### src/rtl/mem_access_unit_if.sv
// Memory bus between the access unit (master) and memory (slave).
// The master holds mem_req until mem_ack, and mem_ack is only meaningful while mem_req is high.
interface mem_access_unit_if #(parameter int ADDR_W = 32);
    logic              mem_req;
    logic [3:0]        mem_wen;
    logic [ADDR_W-1:0] mem_addr;
    logic [31:0]       mem_wdata;
    logic [31:0]       mem_rdata;
    logic              mem_ack;

    modport master (
        output mem_req, mem_wen, mem_addr, mem_wdata,
        input  mem_rdata, mem_ack
    );

    modport slave (
        input  mem_req, mem_wen, mem_addr, mem_wdata,
        output mem_rdata, mem_ack
    );
endinterface

### src/rtl/mem_access_unit.sv
// Load/store unit: aligns store lanes, extracts and extends load data, times out slow acks.
// Latency is 3 cycles with an immediate ack. The pipeline is held through stall while an access is in flight.
`ifndef MEM_LOAD
`define MEM_LOAD 2'b01
`endif
`ifndef MEM_STOR
`define MEM_STOR 2'b10
`endif
`ifndef SZ_FULL
`define SZ_FULL 3'd0
`endif
`ifndef SZ_HALF
`define SZ_HALF 3'd1
`endif
`ifndef SZ_BYTE
`define SZ_BYTE 3'd2
`endif

module mem_access_unit #(
    parameter int ADDR_W  = 32,
    parameter int TIMEOUT = 64
) (
    input  logic                clk,
    input  logic                rst,
    input  logic                in_valid,
    input  logic [ADDR_W-1:0]   address,
    input  logic [31:0]         rt_value,
    input  logic [1:0]          mem_type,
    input  logic [2:0]          mem_size,
    input  logic                mem_signed,
    mem_access_unit_if.master   bus,
    output logic [31:0]         result,
    output logic                stall,
    output logic                out_valid,
    output logic                addr_err,
    output logic                bus_err
);

    typedef enum logic [1:0] {IDLE, REQ, RESP} state_t;

    state_t      state;
    logic [9:0]  wait_cnt;
    logic [31:0] res_q;
    logic        ld_q, half_q, byte_q, signed_q;

    logic        is_load, is_stor, is_half, is_byte, aligned, accept;
    logic [31:0] addr32;
    logic [3:0]  lane_wen;
    logic [31:0] lane_wdata;
    logic [15:0] ld_half;
    logic [7:0]  ld_byte;
    logic [31:0] ld_data;

    generate
        if (ADDR_W >= 32) begin : g_addr_trunc
            assign addr32 = address[31:0];
        end else begin : g_addr_ext
            assign addr32 = {{(32-ADDR_W){1'b0}}, address};
        end
    endgenerate

    // Sizes other than half/byte fall back to full-word behaviour.
    assign is_load = (mem_type == `MEM_LOAD);
    assign is_stor = (mem_type == `MEM_STOR);
    assign is_half = (mem_size == `SZ_HALF);
    assign is_byte = (mem_size == `SZ_BYTE);
    assign aligned = is_byte || (is_half ? !address[0] : (address[1:0] == 2'b00));
    assign accept  = (state == IDLE) && in_valid && (is_load || is_stor) && aligned;

    always_comb begin
        lane_wen   = 4'b1111;
        lane_wdata = rt_value;
        if (is_half) begin
            lane_wen   = address[1] ? 4'b1100 : 4'b0011;
            lane_wdata = {2{rt_value[15:0]}};
        end else if (is_byte) begin
            lane_wen   = 4'b0001 << address[1:0];
            lane_wdata = {4{rt_value[7:0]}};
        end
    end

    // Lane selection uses the registered address so extraction does not depend on pipeline inputs.
    always_comb begin
        ld_half = bus.mem_addr[1] ? bus.mem_rdata[31:16] : bus.mem_rdata[15:0];
        case (bus.mem_addr[1:0])
            2'd0:    ld_byte = bus.mem_rdata[7:0];
            2'd1:    ld_byte = bus.mem_rdata[15:8];
            2'd2:    ld_byte = bus.mem_rdata[23:16];
            default: ld_byte = bus.mem_rdata[31:24];
        endcase
        ld_data = bus.mem_rdata;
        if (half_q)
            ld_data = signed_q ? {{16{ld_half[15]}}, ld_half} : {16'h0000, ld_half};
        else if (byte_q)
            ld_data = signed_q ? {{24{ld_byte[7]}}, ld_byte} : {24'h000000, ld_byte};
    end

    always_ff @(posedge clk) begin
        if (rst) begin
            state         <= IDLE;
            wait_cnt      <= '0;
            res_q         <= '0;
            bus_err       <= 1'b0;
            ld_q          <= 1'b0;
            half_q        <= 1'b0;
            byte_q        <= 1'b0;
            signed_q      <= 1'b0;
            bus.mem_req   <= 1'b0;
            bus.mem_wen   <= '0;
            bus.mem_addr  <= '0;
            bus.mem_wdata <= '0;
        end else begin
            case (state)
                IDLE: begin
                    bus_err <= 1'b0;
                    if (accept) begin
                        state         <= REQ;
                        wait_cnt      <= '0;
                        ld_q          <= is_load;
                        half_q        <= is_half;
                        byte_q        <= is_byte;
                        signed_q      <= mem_signed;
                        bus.mem_req   <= 1'b1;
                        bus.mem_addr  <= address;
                        bus.mem_wen   <= is_stor ? lane_wen : 4'b0000;
                        bus.mem_wdata <= lane_wdata;
                    end
                end
                REQ: begin
                    // An ack in the final wait cycle still completes the access normally.
                    if (bus.mem_ack) begin
                        state       <= RESP;
                        res_q       <= ld_q ? ld_data : addr32;
                        bus.mem_req <= 1'b0;
                        bus.mem_wen <= '0;
                    end else if (wait_cnt == 10'(TIMEOUT - 1)) begin
                        state       <= RESP;
                        res_q       <= '0;
                        bus_err     <= 1'b1;
                        bus.mem_req <= 1'b0;
                        bus.mem_wen <= '0;
                    end else begin
                        wait_cnt <= wait_cnt + 10'd1;
                    end
                end
                RESP: begin
                    state   <= IDLE;
                    bus_err <= 1'b0;
                end
                default: state <= IDLE;
            endcase
        end
    end

    always_comb begin
        stall     = 1'b0;
        out_valid = 1'b0;
        addr_err  = 1'b0;
        result    = '0;
        if (!rst) begin
            case (state)
                IDLE: begin
                    stall     = accept;
                    out_valid = in_valid && !accept;
                    addr_err  = in_valid && (is_load || is_stor) && !aligned;
                    if (in_valid && !accept)
                        result = addr32;
                end
                REQ:  stall = 1'b1;
                RESP: begin
                    out_valid = 1'b1;
                    result    = res_q;
                end
                default: ;
            endcase
        end
    end

endmodule

### src/flat_wrapper.sv
// flat-port wrapper written by rule: the top's interface ports become plain ports
module mem_access_unit_flat 
#(
    parameter int ADDR_W  = 32,
    parameter int TIMEOUT = 64
)
  (clk, rst, in_valid, address, rt_value, mem_type, mem_size, mem_signed, result, stall, out_valid, addr_err, bus_err, bus_mem_req, bus_mem_wen, bus_mem_addr, bus_mem_wdata, bus_mem_rdata, bus_mem_ack);
  mem_access_unit_if #(.ADDR_W(ADDR_W)) bus_i ();
  input  logic clk;
  input  logic rst;
  input  logic in_valid;
  input  logic [ADDR_W-1:0] address;
  input  logic [31:0] rt_value;
  input  logic [1:0] mem_type;
  input  logic [2:0] mem_size;
  input  logic mem_signed;
  output logic [31:0] result;
  output logic stall;
  output logic out_valid;
  output logic addr_err;
  output logic bus_err;
  output wire logic [$bits(bus_i.mem_req)-1:0] bus_mem_req;
  output wire logic [$bits(bus_i.mem_wen)-1:0] bus_mem_wen;
  output wire logic [$bits(bus_i.mem_addr)-1:0] bus_mem_addr;
  output wire logic [$bits(bus_i.mem_wdata)-1:0] bus_mem_wdata;
  input wire logic [$bits(bus_i.mem_rdata)-1:0] bus_mem_rdata;
  input wire logic [$bits(bus_i.mem_ack)-1:0] bus_mem_ack;
  assign bus_mem_req = bus_i.mem_req;
  assign bus_mem_wen = bus_i.mem_wen;
  assign bus_mem_addr = bus_i.mem_addr;
  assign bus_mem_wdata = bus_i.mem_wdata;
  assign bus_i.mem_rdata = bus_mem_rdata;
  assign bus_i.mem_ack = bus_mem_ack;
  mem_access_unit #(.ADDR_W(ADDR_W), .TIMEOUT(TIMEOUT)) u_core (.clk(clk), .rst(rst), .in_valid(in_valid), .address(address), .rt_value(rt_value), .mem_type(mem_type), .mem_size(mem_size), .mem_signed(mem_signed), .bus(bus_i), .result(result), .stall(stall), .out_valid(out_valid), .addr_err(addr_err), .bus_err(bus_err));
endmodule
### config.mk
export PLATFORM = sky130hd
export DESIGN_NAME = mem_access_unit_flat
export DESIGN_NICKNAME = d
export VERILOG_FILES = /design/src/rtl/mem_access_unit_if.sv /design/src/rtl/mem_access_unit.sv /design/src/flat_wrapper.sv
export SDC_FILE = /design/constraint.sdc
export NUM_CORES = 1
export LEC_CHECK = 0
export CORE_ASPECT_RATIO = 0.6
export CORE_MARGIN = 1.5
export CORE_UTILIZATION = 49
export CTS_CLUSTER_DIAMETER = 60
export CTS_CLUSTER_SIZE = 40
export DETAILED_ROUTE_END_ITERATION = 7
export PLACE_DENSITY = 0.86
export SETUP_SLACK_MARGIN = 0.4
export SLEW_MARGIN = 10
export SYNTH_ARGS = -nofsm -noshare
export SYNTH_HDL_FRONTEND = slang
export SYNTH_SLANG_ARGS = --single-unit
export TNS_END_PERCENT = 1
### constraint.sdc
create_clock -name clk -period 12.2 [get_ports clk]
set_clock_uncertainty 0.2 [all_clocks]
set_input_delay 3.66 -clock clk [delete_from_list [all_inputs] [get_ports clk]]
set_output_delay 3.66 -clock clk [all_outputs]
set_load 0.01 [all_outputs]
-- Yosys cells after proc, flatten, opt, wreduce, memory -nomap -nowiden
Cells that the tools add are included.
- logic and storage cells: 96
- register bits after elaboration: 118
- output and inout port bits: 105
- input port bits: 106
- equal/unequal tests: 14
- $add $sub $neg: 1
- shift operators: 1
- reductions and logical operators: 24
- mux-type cells: 44
- operators by type and width (cell ; number):
    2-to-1 mux 32 bit ; 11
    case mux 32 bit (2 select lines) ; 1
    2-to-1 mux 10 bit ; 3
    2-to-1 mux 4 bit ; 7
    case mux 8 bit (3 select lines) ; 1
    case mux 10 bit (2 select lines) ; 1
    2-to-1 mux 16 bit ; 1
    adder 10 x 1 -> 10 bit, second input constant ; 1
    equality test 10 x 6 -> 1 bit, second input constant ; 1
    2-to-1 mux 1 bit ; 10
    case mux 1 bit (2 select lines) ; 4
    case mux 4 bit (2 select lines) ; 1
    equality test 2 x 1 -> 1 bit, second input constant ; 3
    equality test 2 bit, second input constant ; 3
    logical AND 1 bit ; 6
    zero test 2 bit ; 3
    2-to-1 mux 2 bit ; 3
    AND reduction 2 bit ; 3
    AND reduction 3 bit ; 2
    nonzero test 2 bit ; 3
    != test 2 x 1 -> 1 bit, second input constant ; 2
    != test 2 bit, second input constant ; 2
    case mux 2 bit (2 select lines) ; 1
    AND reduction 4 bit ; 1
    other kinds (7) ; 10

-- Longest topological paths before layout
Gate-level depths: netlist (run 1).
- depth after elaboration: 9
- depth in mapped cells: 8
- gate-level depth less buffers: 6

-- Worst setup path after synthesis (run 1)
Ideal clock, no wire load.
- path type: input -> output
- start point: input port mem_type[0]
- end point: output port result[10]
- slack: 3.117 ns
- path buffers: 2
- arrival time: 5.223 ns
- data required time: 8.340 ns
- stages on the path: 8
- cell sequence: inv_1 > ha_1 > nor4b_4 > o31ai_2 > and3_1 > clkbuf_1 > buf_2 > a22o_1
- longest elaborated chain between the ends: 9
- elaborated cells on any way between the ends: 10
- those cells by class: eq/ne: 2; mux: 3; reduce/logical: 5
- ends and longest elaborated chain (what ; RTL line ; text):
    start: declaration ; flat_wrapper.sv:14 ; input logic [1:0] mem_type;
    equality test 2 x 1 -> 1 bit (no source line) / equality test 2 bit (equally long branches) ; - ;
    logical OR 1 bit * ; mem_access_unit.sv:68 ; assign accept = (state == IDLE) && in_valid && (is_load || is_stor) && aligned;
    logical AND 1 bit * (2 in series) ; mem_access_unit.sv:68 ;
    zero test 1 bit * ; mem_access_unit.sv:166 ; if (in_valid && !accept)
    logical AND 1 bit * ; mem_access_unit.sv:166 ;
    2-to-1 mux 32 bit * ; mem_access_unit.sv:166 ;
    case mux 32 bit (2 select lines) * ; mem_access_unit.sv:161 ; case (state)
    2-to-1 mux 32 bit * ; mem_access_unit.sv:160 ; if (!rst) begin
    end: declaration ; flat_wrapper.sv:17 ; output logic [31:0] result;
Mark *: on every way between the ends. The rest lies on a longest branch, timed or not.

-- Final worst setup path (run 1)
- start point: input port mem_size[2]
- end point: output port out_valid
- longest elaborated chain between the ends: 8
- elaborated cells on any way between the ends: 9
- those cells by class: eq/ne: 2; mux: 3; reduce/logical: 4
- ends and longest elaborated chain (what ; RTL line ; text):
    start: declaration ; flat_wrapper.sv:15 ; input logic [2:0] mem_size;
    equality test 3 x 1 -> 1 bit (no source line) ; - ;
    2-to-1 mux 1 bit ; mem_access_unit.sv:67 ; assign aligned = is_byte || (is_half ? !address[0] : (address[1:0] == 2'b00));
    logical OR 1 bit * ; mem_access_unit.sv:67 ;
    logical AND 1 bit * ; mem_access_unit.sv:68 ;
    zero test 1 bit * ; mem_access_unit.sv:164 ; out_valid = in_valid && !accept;
    logical AND 1 bit * ; mem_access_unit.sv:164 ;
    case mux 1 bit (2 select lines) * ; mem_access_unit.sv:161 ;
    2-to-1 mux 1 bit * ; mem_access_unit.sv:160 ;
    end: declaration ; flat_wrapper.sv:19 ; output logic out_valid;
Marks and branches as above.

==> impl_metrics.tcl, run 1 <==
set metrics [dict create \
    outcome "finished clean" \
    dr_total_vias 6382 \
    die_w_um 144.7 \
    fp.coreArea_um2 11520 \
    cts.reportedPaths.clkPinSlew_ns 0.05 \
    synth_edf_count 0 \
    dpl.hpwl_um 14240 \
    swShare_pct 24.88 \
    firstDrtPassIters 5 \
    hold_buffers 0 \
    fp.dieArea_um2 12740 \
    slew_headroom_pct 23.59 \
    clock-sinks 118 \
    wl_per_cell_um 20.22 \
    die_height_um 88.03 \
    port_buffers 210 \
    critPathTopFamily "buffers and inverters" \
    synth_top_cell_by_area "dfxtp_1" \
    ys_seq_elements 118 \
    slew_violations 0 \
    min_path_type "reg2reg" \
    period_share_pct 85.16 \
    synth_top_cell_area_share_pct 40.01 \
    drive_gt1_share_pct 6.590 \
    synthTopCellsByCount "dfxtp_1 (118), nand2_1 (114), a21oi_1 (55), clkbuf_1 (50), nor2_1 (39)" \
    tightest_slew_ns 1.146 \
    root_buffer "clkbuf_16" \
    path_cells "clkdlybuf4s50_1, nor3b_2, buf_4, o31ai_4, buf_4, a21oi_1, nor3_1, clkdlybuf4s50_1" \
    period_minus_slack_ns 10.39 \
    seq_power_share_pct 38.1 \
    avgSynthCellArea_um2 8.620 \
    clk_latency_ns 0.41 \
    grt_max_degree 91 \
    grt_setup_unrepaired "no" \
    comb_power_share_pct 15.5 \
    drcViolationCount 0 \
    cts_made_buffers 17 \
    grt_pass1_wl_um 31940 \
    power.total_mw 1.067 \
    pin_count 211 \
    synth_cell_types 57 \
    syn-num-nets 794 \
    htree_levels 4 \
    cts_tree "built" \
    fin_tns_setup_ns 0 \
    p_int_mw 0.8015 \
    netlist_area_um2 5904 \
    ir_drop_v 0.0001010 \
    ys_dominant_reg_cell "dfxtp_1" \
    cts_max_path_buffers 2 \
    arrival_ns 6.53 \
    hold_viol_final 0 \
    cp_slowest_cell "clkdlybuf4s50_1" \
    post_drt_via_cell_ratio 6.226 \
    cts_resized 0 \
    critical_path_class "in2out" \
    routed_wl_um 20720 \
    crit_path_end_kind "output port" \
    drtIter0Drc 571 \
    grt_antenna_before_repair 0 \
    max_stage_delay_ns 0.87 \
    synthCells 685 \
    path_buf_inv 4 \
    yosys-top-cells-area "dfxtp_1 (40%), nand2_1 (7.2%), a221o_1 (5.4%)" \
    path_max_fanout 62 \
    setup_violations 0 \
    fmax_mhz 96.25 \
    ant_nets 0 \
    globalplace.congestion 0.8870 \
    power_frac_clock_pct 46.4 \
    yosys_warnings 0 \
    worstPathRequired_ns 8.34 \
    grt-ovfl-total 0 \
    cap_violations 0 \
    grt_pass1_vias 5951 \
    pwr_density_cell_nw_per_um2 124.4 \
    track_usage_pct 32.73 \
    synth-seq-area-share_pct 40.01 \
    startpoint_type "input pin" \
    areaGrowthSynthToFinish_pct 45.26 \
    rows 30 \
    async_reset_ff_share_pct 0 \
    start_util_pct 51.24 \
    p_leak_nw 2.942 \
    n_antenna_cell 0 \
    yosysMostFrequentCell "dfxtp_1" \
    p_sw_mw 0.2655 \
    final_nets 962 \
    postCtsSetupBuffers 0 \
]
sequential cells by signal, summed over array words and instances, names as in the netlist, 2 cells and up:
| register | count |
|---|---|
| u_core.bus.mem_wdata | 32 |
| u_core.state | 2 |
| u_core.bus.mem_wen | 4 |
| u_core.bus.mem_addr | 32 |
| u_core.wait_cnt | 10 |
| u_core.res_q | 32 |
path summary, 6_finish.rpt:
kind / from / end / slack, ns / cells after the start
setup / recovery: mem_size[2] / out_valid / 1.81 / 8
hold / removal: u_core.bus.mem_addr[23] / u_core.bus.mem_addr[23] / 0.26 / 2
setup reg to reg: u_core.state[0] / u_core.res_q[7] / 9.32 / 4
hold reg to reg: u_core.bus.mem_addr[23] / u_core.bus.mem_addr[23] / 0.26 / 2
layer usage:
metal	part of all wire (%)	vias up	track usage (%)
li1	-	2921	-
met1	43	3048	43.49
met2	45	377	50.50
met3	11	36	10.99
met4	1.4	0	10.28
met5	0	-	0
per-stage QoR:
stage	area [um^2]	std cells	hold slack (ns)	utilization [%]	setup slack (ns)
floorplan	5904	685	0.2499	-	3.117
global placement	7991	994	0.2412	69.35	1.890
detailed placement	7991	994	0.2469	69.35	1.855
CTS	8577	1025	0.2548	74.43	1.833
global route	8577	1025	0.2730	74.43	1.653
finish	8577	1025	0.2567	74.43	1.810
cells in the final DEF, fill, tap and decap left out, types with 10 or more instances in the layout:
cell | netlist | final
clkdlybuf4s50_1 | 0 | 209
dfxtp_1 | 118 | 118
nand2_1 | 114 | 114
a21oi_1 | 55 | 54
nor2_1 | 39 | 38
a22o_1 | 32 | 32
a221o_1 | 32 | 32
mux2i_1 | 31 | 31
nor4_1 | 27 | 27
o2bb2ai_1 | 21 | 21
a211oi_1 | 18 | 18
clkbuf_16 | 0 | 17
nand3_1 | 14 | 14
nor3_1 | 12 | 12
inv_1 | 10 | 10
buf_4 | 3 | 10
kinds of logic (layout without fill, tap and decap cells):
| group | count (synthesis) | in the layout | share of synthesized area [%] |
|---|---|---|---|
| buf+inv | 81 | 261 | 5.785 |
| compound gates | 204 | 204 | 27.42 |
| xor+xnor | 2 | 2 | 0.2967 |
| mux | 34 | 34 | 6.018 |
| flops | 118 | 118 | 40.01 |
| simple gates | 243 | 243 | 19.83 |
| fa+ha+maj | 3 | 3 | 0.6358 |
power groups by stage:
stage	logic, mW	registers, mW	clock network (mW)
finish	0.165	0.407	0.495
global route	0.176	0.408	0.516
CTS	0.164	0.406	0.498
detailed placement	0.162	0.414	0
global placement	0.158	0.414	0
floorplan	0.0700	0.417	0
final cells by class:
| cell class | instances | area, um^2 |
|---|---|---|
| multi-input cells | 486 | 3219 |
| fillers | 821 | 2947 |
| flip-flops and latches | 118 | 2362 |
| repair buffers | 220 | 2172 |
| clock buffers | 23 | 488.0 |
| well taps | 160 | 200.2 |
| clock inverters | 8 | 97.59 |
| inverters | 10 | 37.54 |
worst register-to-register path, cell delays in order (launching register included):
cell and delay (ns):
dfxtp_1 0.60, nor4bb_1 0.39, nand2_1 0.72, a211oi_1 0.73
a221o_1 0.19
No activity file was read; power rests on OpenSTA's default activity.
==> inputs of run 2 (changes only) <==
--- a/config.mk
+++ b/config.mk
@@ -6,12 +6,13 @@
 export NUM_CORES = 1
 export LEC_CHECK = 0
 export CORE_ASPECT_RATIO = 0.6
-export CORE_MARGIN = 1.5
-export CORE_UTILIZATION = 49
+export CORE_MARGIN = 3
+export CORE_UTILIZATION = 65
 export CTS_CLUSTER_DIAMETER = 60
 export CTS_CLUSTER_SIZE = 40
 export DETAILED_ROUTE_END_ITERATION = 7
-export PLACE_DENSITY = 0.86
+export DONT_BUFFER_PORTS = 1
+export PLACE_DENSITY = 0.81
 export SETUP_SLACK_MARGIN = 0.4
 export SLEW_MARGIN = 10
 export SYNTH_ARGS = -nofsm -noshare
==> run 2 against run 1 <==
Compared with the run above:
- clock-buffer cell count is 2 lower
- combinational power decreased by 52%
- largest cell class unchanged
- via count is 12% lower
- final area fell by 25%
- total power is 5.6% lower
- worst setup slack gained 0.54 ns
- non-clock buffer count fell by 211
- utilization decreased by 0.36 points
- die area decreased by 19%
- register-to-register slack got worse by 0.18 ns
- clock power rose by 4.0%
- final cell count fell by 25%
==> impl_metrics.tcl, run 2 (synthesis results as in run 1) <==
set metrics [dict create \
    routed_wl_um 19060 \
    pin_count 211 \
    reg_top3 "u_core.bus.mem_addr (32), u_core.bus.mem_wdata (32), u_core.res_q (32)" \
    grt_setup_unrepaired "no" \
    fillers 652 \
    areaGrowthSynthToFinish_pct 8.964 \
    startpoint_type "input pin" \
    min_path_cells 1 \
    htree_levels 4 \
    cts_made_buffers 17 \
    pwr_density_cell_nw_per_um2 156.6 \
    stdcell_count 767 \
    path_max_fanout 63 \
    layout_common_cells "dfxtp_1 (118), nand2_1 (114), a21oi_1 (55)" \
    postCtsSetupBuffers 0 \
    die_w_um 129.0 \
    hold_viol_final 0 \
    slew_violations 0 \
    setup_violations 0 \
    clock-sinks 118 \
    regArea_um2 2362 \
    slew_headroom_pct 20.71 \
    cts_resized 0 \
    use_met3_pct 13.37 \
    outcome "finished clean" \
    cap_violations 0 \
    firstDrtPassIters 6 \
    fin_tns_setup_ns 0 \
    drive_gt1_share_pct 8.397 \
    power.total_mw 1.008 \
    drtIter0Drc 624 \
    rows 26 \
    dr_total_vias 5630 \
    globalplace.congestion 0.9247 \
    layout_commonest_cell "dfxtp_1" \
    grt_max_degree 91 \
    swShare_pct 24.60 \
    crit_path_end_kind "output port" \
    multi_input_area_um2 3216 \
    cts_tree "built" \
    tightest_slew_ns 1.187 \
    met1_usage_pct 48.94 \
    min_path_type "reg2reg" \
    p_leak_nw 2.164 \
    hold_buffers 0 \
    r2r_cells 4 \
    seq_power_share_pct 41.0 \
    final_nets 751 \
    n_antenna_cell 0 \
    comb_power_share_pct 7.9 \
    period_share_pct 80.74 \
    grt_antenna_before_repair 0 \
    fmax_mhz 101.5 \
    fp.coreArea_um2 8686 \
    wl_per_cell_um 24.85 \
    period_minus_slack_ns 9.851 \
    p_int_mw 0.7599 \
    cts_max_path_buffers 2 \
    grt_pass1_wl_um 28520 \
    port_buffers 0 \
    die_height_um 79.83 \
    grt-ovfl-total 0 \
    start_util_pct 67.98 \
    post_drt_via_cell_ratio 7.340 \
    ir_drop_v 0.00009795 \
    track_usage_pct 35.80 \
    fp.dieArea_um2 10300 \
    dpl.hpwl_um 12850 \
    clk_latency_ns 0.41 \
    met2_usage_pct 51.76 \
    grt_busiest_layer "met2" \
    dpl.cell_count 735 \
    power_frac_clock_pct 51.1 \
    worstPathRequired_ns 8.34 \
    arrival_ns 5.99 \
    drcViolationCount 0 \
    root_buffer "clkbuf_16" \
    grt_pass1_vias 5101 \
    p_sw_mw 0.2479 \
    critical_path_class "in2out" \
    ant_nets 0 \
    cts.reportedPaths.clkPinSlew_ns 0.06 \
]
==> run 2: changes by cell type in the layout (fill, tap and decap cells not counted), sizes merged <==
cell           before  now
buf                11    9
clkdlybuf4s50     209    0
bufinv              2    3
clkinvlp            3    5
clkbuf             23   21
==> run 2: final timing paths <==
| check | to | slack (ns) | startpoint |
|---|---|---|---|
| max reg2reg | u_core.res_q[7] | 9.14 | u_core.state[0] |
| min | u_core.res_q[12] | 0.29 | u_core.res_q[12] |
| min reg2reg | u_core.res_q[12] | 0.29 | u_core.res_q[12] |
| max | result[17] | 2.35 | mem_type[0] |
==> run 2: area by class of cell <==
class	instances	area share, %
clock buffer	21	7.157
clock inverter	11	2.334
inverter	10	0.5834
multi-input combinational	486	49.98
sequential	118	36.72
tap	112	2.178
timing repair buffer	9	1.050
==> run 2: layer usage <==
layer | vias up | routed length [um]
li1 | 2492 | -
met5 | - | 0
met3 | 59 | 2544
met1 | 2683 | 7728
met2 | 396 | 8293
met4 | 0 | 493
==> run 2: through the flow <==
stage | setup WS [ns] | hold WS (ns) | util [%] | area (um^2)
2_1_floorplan | 3.117 | 0.2499 | - | 5904
3_3_place_gp | 2.508 | 0.2656 | 67.04 | 5823
3_5_place_dp | 2.390 | 0.2755 | 67.04 | 5823
4_1_cts | 2.386 | 0.2935 | 74.07 | 6434
5_1_grt | 2.218 | 0.3089 | 74.07 | 6434
6_report | 2.349 | 0.2906 | 74.07 | 6434
==> run 2: worst max-delay path: stages <==
cell	delay, ns
inv_1	0.02
ha_1	0.34
nor4b_4	0.09
o31ai_4	0.08
buf_4	0.59
and3_1	0.55
buf_4	0.36
a22o_1	0.27
==> run 2: power by group through the flow <==
| stage | Sequential (mW) | Combinational [mW] | Clock, mW |
|---|---|---|---|
| 2_1_floorplan | 0.417 | 0.0700 | 0 |
| 3_3_place_gp | 0.421 | 0.0736 | 0 |
| 3_5_place_dp | 0.421 | 0.0775 | 0 |
| 4_1_cts | 0.413 | 0.0784 | 0.513 |
| 5_1_grt | 0.414 | 0.0866 | 0.534 |
| 6_report | 0.413 | 0.0796 | 0.515 |
==> inputs of run 3 (changes only) <==
--- a/config.mk
+++ b/config.mk
@@ -7,12 +7,12 @@
 export LEC_CHECK = 0
 export CORE_ASPECT_RATIO = 0.6
 export CORE_MARGIN = 3
-export CORE_UTILIZATION = 65
+export CORE_UTILIZATION = 64
 export CTS_CLUSTER_DIAMETER = 60
 export CTS_CLUSTER_SIZE = 40
 export DETAILED_ROUTE_END_ITERATION = 7
 export DONT_BUFFER_PORTS = 1
-export PLACE_DENSITY = 0.81
+export PLACE_DENSITY = 0.8
 export SETUP_SLACK_MARGIN = 0.4
 export SLEW_MARGIN = 10
 export SYNTH_ARGS = -nofsm -noshare
==> constraint.sdc (replaced) <==
create_clock -name clk -period 10.3 [get_ports clk]
set_clock_uncertainty 0.2 [all_clocks]
set_input_delay 3.09 -clock clk [delete_from_list [all_inputs] [get_ports clk]]
set_output_delay 3.09 -clock clk [all_outputs]
set_load 0.01 [all_outputs]
==> run 3 against run 2 <==
Compared with the run above:
- wire length fell by 3.6%
- total power rose by 27%
- clock-buffer cell count fell by 1
- hold slack got worse by 0.0092 ns
- critical path depth fell by 3
- die area rose by 1.5%
- utilization rose by 0.39 points
- final cell count fell by 0.26%
- critical path type unchanged
- largest cell class unchanged
- largest power group unchanged
- highest routed layer unchanged
==> impl_metrics.tcl, run 3 (synthesis results as in run 1) <==
set metrics [dict create \
    design_area_um2 6516 \
    startpoint_type "input pin" \
    layout_commonest_cell "dfxtp_1" \
    areaGrowthSynthToFinish_pct 10.36 \
    min_path_cells 2 \
    ir_drop_v 0.0001505 \
    ant_nets 0 \
    r2r_cells 4 \
    cts_tree "built" \
    top_layer "met4" \
    slew_headroom_pct 21.24 \
    drive_gt1_share_pct 8.423 \
    fp.coreArea_um2 8751 \
    tightest_slew_ns 1.180 \
    final_nets 749 \
    arrival_ns 4.82 \
    dpl.hpwl_um 12480 \
    path_max_fanout 32 \
    outcome "finished clean" \
    drcViolationCount 0 \
    firstDrtPassIters 5 \
    rows 26 \
    htree_levels 4 \
    grt_antenna_before_repair 0 \
    pwr_density_cell_nw_per_um2 197.1 \
    fin_tns_setup_ns 0 \
    cts_made_buffers 17 \
    dr_total_vias 5512 \
    period_share_pct 78.77 \
    route.met3.wl_um 2526 \
    routed_wl_um 18370 \
    wl_per_cell_um 24.01 \
    drtIter0Drc 511 \
    layout_common_cells "dfxtp_1 (118), nand2_1 (114), a21oi_1 (54)" \
    route.met2.wl_um 7801 \
    postCtsSetupBuffers 0 \
    grt_max_degree 91 \
    worstPathRequired_ns 7.01 \
    slew_violations 0 \
    setup_violations 0 \
    reg_top3 "u_core.bus.mem_addr (32), u_core.bus.mem_wdata (32), u_core.res_q (32)" \
    grt_setup_unrepaired "no" \
    globalplace.congestion 0.8991 \
    grt_pass1_vias 5086 \
    cts_max_path_buffers 2 \
    dpl.cell_count 733 \
    start_util_pct 67.47 \
    n_antenna_cell 0 \
    p_leak_nw 2.208 \
    track_usage_pct 34.39 \
    grt-ovfl-total 0 \
    cts.reportedPaths.clkPinSlew_ns 0.05 \
    die_height_um 80.40 \
    root_buffer "clkbuf_16" \
    crit_path_end_kind "output port" \
    fmax_mhz 123.3 \
    placedInstanceArea_um2 5812 \
    min_path_type "reg2reg" \
    port_buffers 0 \
    reg2reg_slack_ns 6.99 \
    post_drt_via_cell_ratio 7.205 \
    clock-sinks 118 \
    period_minus_slack_ns 8.113 \
    die_w_um 130 \
    critical_path_class "in2out" \
    hold_buffers 0 \
    cap_violations 0 \
    hold_viol_final 0 \
    fp.dieArea_um2 10450 \
    grt_pass1_wl_um 27810 \
    pin_count 211 \
    cts_resized 0 \
    drt-met1-wl_um 7667 \
    clk_latency_ns 0.41 \
    stdcell_count 765 \
]
[run 3: cell count changes in the layout (fill, tap and decap cells not counted), sizes merged]
| cell | change |
|---|---|
| clkbuf | -1 |
| clkinvlp | -3 |
| buf | -2 |
| bufinv | +4 |
[run 3: power breakdown]
part | total (mW) | internal, mW | switching, mW
clock network | 0.703 | 0.491 | 0.211
registers | 0.490 | 0.471 | 0.0189
logic | 0.0916 | 0.0355 | 0.0561
total | 1.28 | 0.998 | 0.286
[run 3: path summary, 6_finish.rpt]
path                          startpoint          endpoint
setup / recovery             mem_size[2]         result[1]
hold / removal               u_core.ld_q       u_core.ld_q
setup reg to reg  u_core.bus.mem_addr[1]  u_core.res_q[21]
hold reg to reg              u_core.ld_q       u_core.ld_q
[run 3: layer usage]
layer,global-route usage [%],vias to the layer above
met5,0,-
met4,11.41,0
met3,12.29,51
met2,49.49,387
met1,47.74,2588
li1,-,2486
[run 3: critical path: stages]
cell and delay, ns:
nor3b_2 0.85, o31ai_4 0.07, and3_1 0.20, buf_4 0.26, a22o_1 0.34
[run 3: final cells by class]
class,count,area [um^2]
clock buffer,20,456.7
fill,622,2235
inverter,10,37.54
timing repair buffer,7,52.55
multi-input combinational,486,3219
tap,112,140.1
sequential,118,2362
clock inverter,12,247.7
[run 3: through the flow]
stage	utilization [%]	setup WS (ns)	power, mW	hold slack (ns)
global route	74.46	2.111	1.322	0.3034
detailed placement	66.41	2.273	0.5890	0.2696
floorplan	-	2.357	0.5762	0.2499
finish	74.46	2.187	1.284	0.2814
CTS	74.46	2.265	1.286	0.2780
global placement	66.41	2.331	0.5852	0.2637
